===== src/rtl/fp_expand.sv =====
// fp_expand: serial expansion of a 1/3/4 sign-exponent-mantissa word into a
// 12-bit two's-complement value, one shift per cycle.
module fp_expand (
    input  logic        clk,
    input  logic        rst,
    input  logic        in_valid,
    output logic        in_ready,
    input  logic        sign,
    input  logic [2:0]  exp,
    input  logic [3:0]  mant,
    output logic        out_valid,
    input  logic        out_ready,
    output logic [11:0] dec
);
    typedef enum logic [1:0] {IDLE, SHIFT, NEG, DONE} state_t;
    state_t      state;
    logic [11:0] acc;
    logic [2:0]  cnt;
    logic        neg;
    assign in_ready  = (state == IDLE) && !rst;
    assign out_valid = (state == DONE);
    assign dec       = acc;
    always_ff @(posedge clk or posedge rst) begin
        if (rst) begin
            state <= IDLE;
            acc   <= 12'd0;
            cnt   <= 3'd0;
            neg   <= 1'b0;
        end else begin
            unique case (state)
                IDLE: if (in_valid) begin
                    neg   <= sign;
                    cnt   <= exp;
                    acc   <= {8'b0, mant};
                    state <= (exp != 3'd0) ? SHIFT : NEG;
                end
                SHIFT: begin
                    acc   <= acc << 1;
                    cnt   <= cnt - 3'd1;
                    state <= (cnt == 3'd1) ? NEG : SHIFT;
                end
                NEG: begin
                    acc   <= neg ? (~acc) + 12'd1 : acc;
                    state <= DONE;
                end
                DONE: state <= out_ready ? IDLE : DONE;
            endcase
        end
    end
endmodule


===== config.mk =====
export PLATFORM = sky130hd
export DESIGN_NAME = fp_expand
export DESIGN_NICKNAME = d
export VERILOG_FILES = /design/src/rtl/fp_expand.sv
export SDC_FILE = /design/constraint.sdc
export NUM_CORES = 1
export LEC_CHECK = 0
export BUFFER_PORTS_ARGS = -buffer_cell sky130_fd_sc_hd__buf_2
export CORE_ASPECT_RATIO = 0.6
export CORE_MARGIN = 3
export CORE_UTILIZATION = 58
export DETAILED_ROUTE_END_ITERATION = 8
export GPL_TIMING_DRIVEN = 0
export PLACE_DENSITY = 0.82
export SLEW_MARGIN = 20
export SYNTH_ARGS = -nofsm -noshare
export SYNTH_HDL_FRONTEND = slang
export SYNTH_SLANG_ARGS = --single-unit

===== constraint.sdc =====
create_clock -name clk -period 3.8 [get_ports clk]
set_clock_uncertainty 0.2 [all_clocks]
set_input_delay 0.38 -clock clk [delete_from_list [all_inputs] [get_ports clk]]
set_output_delay 0.38 -clock clk [all_outputs]
set_load 0.02 [all_outputs]

# Yosys cells after proc, flatten, opt, wreduce, memory -nomap -nowiden
# Index checks and enable logic that the tools add are counted.
# Widths: inputs -> output; s select.
# totals
reg_bits,18
out_inout_bits,14
elab_cells,32
# classes
addsub,2
eq_ne,6
n_mux,10
bitwise,1
n_reduce_logical,9
# ops
operator,count
$pmux 12 s3,1
$mux 12,2
$add 12x1->12 const B,1
$not 12->12,1
$mux 2,4
$pmux 2 s4,1
$pmux 3 s2,1
$reduce_bool 3->1,2
$eq 2x2->1 const B,2
$ne 2x2->1 const B,2
$reduce_and 2->1,2
$eq 3x1->1 const B,1
$mux 3,1
$reduce_and 3->1,1
$sub 3x1->3 const B,1
$eq 2x1->1 const B,1
$logic_not 2->1,1
$reduce_bool 2->1,1
$logic_and 1x1->1,1
$logic_not 1->1,1

# Longest topological paths before layout
# logic_depth
word_depth,4
mapped_depth,8
ltp_nobuf,6

# Worst setup path before layout
# No wires, ideal clock.
# synth_path
path_type,register -> register
startpoint,register state[0]
endpoint,register acc[0] (netlist: dec[0])
setup_ps,122
arrival_time_ps,1715
t_required_ps,3478
slack_ps,1764
stages_incl_launch_ff,9
n_path_buf,2
period_less_slack_ps,2036
cell_sequence,dfrtp_1 inv_1 ha_1 buf_6 nor2b_4 nor3_1 buf_4 nand2_1 a32o_1
# synth_via
elab_chain_len,3
elab_cells_between_ends,8
cone_classes,eq/ne (4); mux (1); reduce/logical (3)
# synth_lines
item,line_no,source
"start, declared",16,state_t state;
"start signal, assigned",35,state <= (exp != 3'd0) ? SHIFT : NEG;
"start signal, assigned",40,state <= (cnt == 3'd1) ? NEG : SHIFT;
"start signal, assigned",46,DONE: state <= out_ready ? IDLE : DONE;
"$eq 2x2->1, or another cell as far along",30,unique case (state)
$ne 2x2->1 (no source line) / $reduce_bool 3->1 (equally long branches),-,
$reduce_and 3->1 (no source line),-,
"end signal, assigned",34,"acc <= {8'b0, mant};"
"end signal, assigned",38,acc <= acc << 1;
"end signal, assigned",43,acc <= neg ? (~acc) + 12'd1 : acc;
"end, declared",17,logic [11:0] acc;
# Parallel ways exist; a longest one is shown, timed or not.
# A chain may end at the register's enable or synchronous reset.

# Final worst setup path
# Ends and elaborated chain as after synthesis.

==> flow_summary.ini <==
[run_status]
outcome = finished clean

[sta]
fmax_mhz = 422
setup_viol = 0
period_needed_ns = 2.37
final_max_slew_viol_count = 0
setup_tns_ns = 0
relSlewSlack_pct = 54.0
rsz0062_at_grt = false
fin_ws_ns = 1.43
hold_viol_final = 0
tightest_slew_ns = 0.689
min_period_over_period_pct = 62.4

[global_routing]
grt_pass1_wl_um = 5620
use_met2_pct = 39.6
grt_most_used_layer = met2
use_met1_pct = 37.6
antenna_found_initial = 0
grtUsageMet3_pct = 5.56
overflow = 0
grt_max_degree = 19
grt_use_total_pct = 25.7
grt_pass1_vias = 1199

[place]
post-place-ws_ns = 1.51
numPortBuffers = 25
hpwl_um = 2520
post_dp_cell_area_um2 = 1460
gp_congestion = 0.824
dp.cells = 197

[worst_setup_path]
ff2ff_setup_slack_ns = 1.43
reg2reg_to = dec[0]
reg2reg_from = state[0]
r2r_cells = 8
crit_arrival_ns = 2.31
required_ns = 3.74
critPathCaptureType = flop
critical_path_class = flop to flop
cp-start-kind = flop
cp_max_fo = 10

[clocking]
ctsResizeCount = 0
clockBufferDepth = 2
clock_latency_ns = 0.25
clkTransAtPathRegs_ns = 0.07
cts_setup_buffers = 0
ctsRootBufferMaster = clkbuf_8
cts.sink_count = 18
cts_hold_buf = 0
cts_tree = built
cts_buffers = 3
h-tree-depth = 1

[die]
die_h_um = 42.7
ioPinCount = 26
die_w_um = 67.2
rows = 12
start_util_pct = 65.8
core_region_area_um2 = 1980
die_area_um2 = 2870

[yosys]
netlist_instances = 144
synthTopCellsByArea = dfrtp_1 35%, ha_1 7.7%, o21ai_0 5.0%
ys_types = 50
ys_ff_latch = 18
synth_area_um2 = 1300
ys.flop_type = dfrtp_1
synth_top_area_share_pct = 34.5
syn_nets = 164
yosysWarnings = 0
async_flop_share_pct = 100
avgSynthCellArea_um2 = 9.05
synth_top_cell_by_area = dfrtp_1
synth_edf_count = 0
seq_area_frac_synth_pct = 34.5

[finish]
stdcell_count = 200
diodes = 0
fin_nets = 194
final_area_um2 = 1510
fin_util_pct = 75.9
syn2layout_area_growth_pct = 15.5
drive_gt1_share_pct = 24.4

[power_and_ir_drop]
ir_worst_vdd_mv = 0.528
p_leak_uw = 0.000710
powerDensity_nw_per_um2 = 1010

[routing]
drtAntennaViolNets = 0
routed_via_density = 6.52
wl_per_cell_um = 17.1
drc = 0
num_vias = 1304
dr.pass1.iters = 5
drtIter0Drc = 125
wl_um = 3430

[hold_path]
hp-class = input pin to asynchronous set/reset pin

[run]
drv_cap = 0
sequential cells by signal, summed over array words and instances, names as in the netlist:
signal  count
cnt         3
dec        12
neg         1
state       2
worst max path at each step:
stage                   from      to  slack (ns)  cells past startpoint
CTS                 state[0]  dec[0]        1.47                      8
finish              state[0]  dec[0]        1.43                      8
detailed placement  state[0]  dec[0]        1.51                      8
global route        state[0]  dec[2]        1.34                      8
global placement    state[0]  dec[0]        1.54                      8
floorplan           state[0]  dec[0]        1.76                      8
layout make-up:
cell class	instances	area [um^2]
sequential	18	450
inverter	11	41.3
buffer	9	50.0
timing repair buffer	25	125
multi-input combinational	106	762
clock buffer	3	41.3
tap	28	35.0
fill	162	477
Yosys cell counts (all sizes together), types with 3 or more instances:
master    n
nand2    14
a32oi     3
o2bb2ai   3
a31oi     3
nor2      5
a21oi     5
inv      11
nand3     4
o21ai    14
nand2b    3
nor3      3
ha        8
buf       6
o31ai     4
dfrtp    18
clkbuf    3
nor2b     6
metrics by stage:
step,hold WS (ns),total power (uW)
floorplan,0.119,1100
global placement,0.295,1310
detailed placement,0.296,1360
CTS,0.0555,1500
global route,0.101,1640
finish,0.0270,1520
cell usage in the layout (no fill, tap or decap), types with 2 or more instances in the layout:
cell type  netlist  final
o2bb2ai_1        3      3
clkbuf_8         0      3
nor2_1           5      5
ha_1             8      8
or3_1            2      2
nor2b_1          5      5
a32oi_1          3      3
nor3_1           3      3
buf_2            3     28
a21oi_1          5      5
nor3b_1          2      2
o31ai_1          3      3
clkbuf_1         2      2
nand2_1         13     13
inv_1           11     11
o21ai_0         13     13
a221oi_1         2      2
o211ai_1         2      2
nand3_1          4      4
a31oi_1          3      3
nand2b_1         3      3
a221o_1          2      2
xnor2_1          2      2
dfrtp_1         18     18
cells by family (layout without fill, tap and decap cells):
kind of cell,Yosys count,after routing,share of synthesized area (%)
flops,18,18,34.5
xor+xnor,2,2,1.34
mux,1,1,0.864
buf+inv,20,48,7.01
fa+ha+maj,8,8,7.68
simple gates,46,46,21.4
compound gates,49,49,27.2
worst max-delay path: stages, from the launching register on:
cell and delay, ns:
dfrtp_1 0.43, inv_1 0.09, ha_1 0.21, buf_6 0.15
nor2b_4 0.12, nor3_1 0.49, buf_4 0.29, nand2_1 0.08
a32o_1 0.20
metal layers:
metal	part of all wire (%)	wire (um)
met1	45	1530
met2	44	1490
met3	11	364
met4	1.3	44
met5	0	0
power by group:
group / internal (uW) / switching, uW / leakage (uW)
sequential: 279 / 136 / 0.000228
combinational: 384 / 589 / 0.000460
clock: 70.5 / 62.3 / 0.0000216
total: 734 / 788 / 0.000710
(Power assumes the default switching activity.)
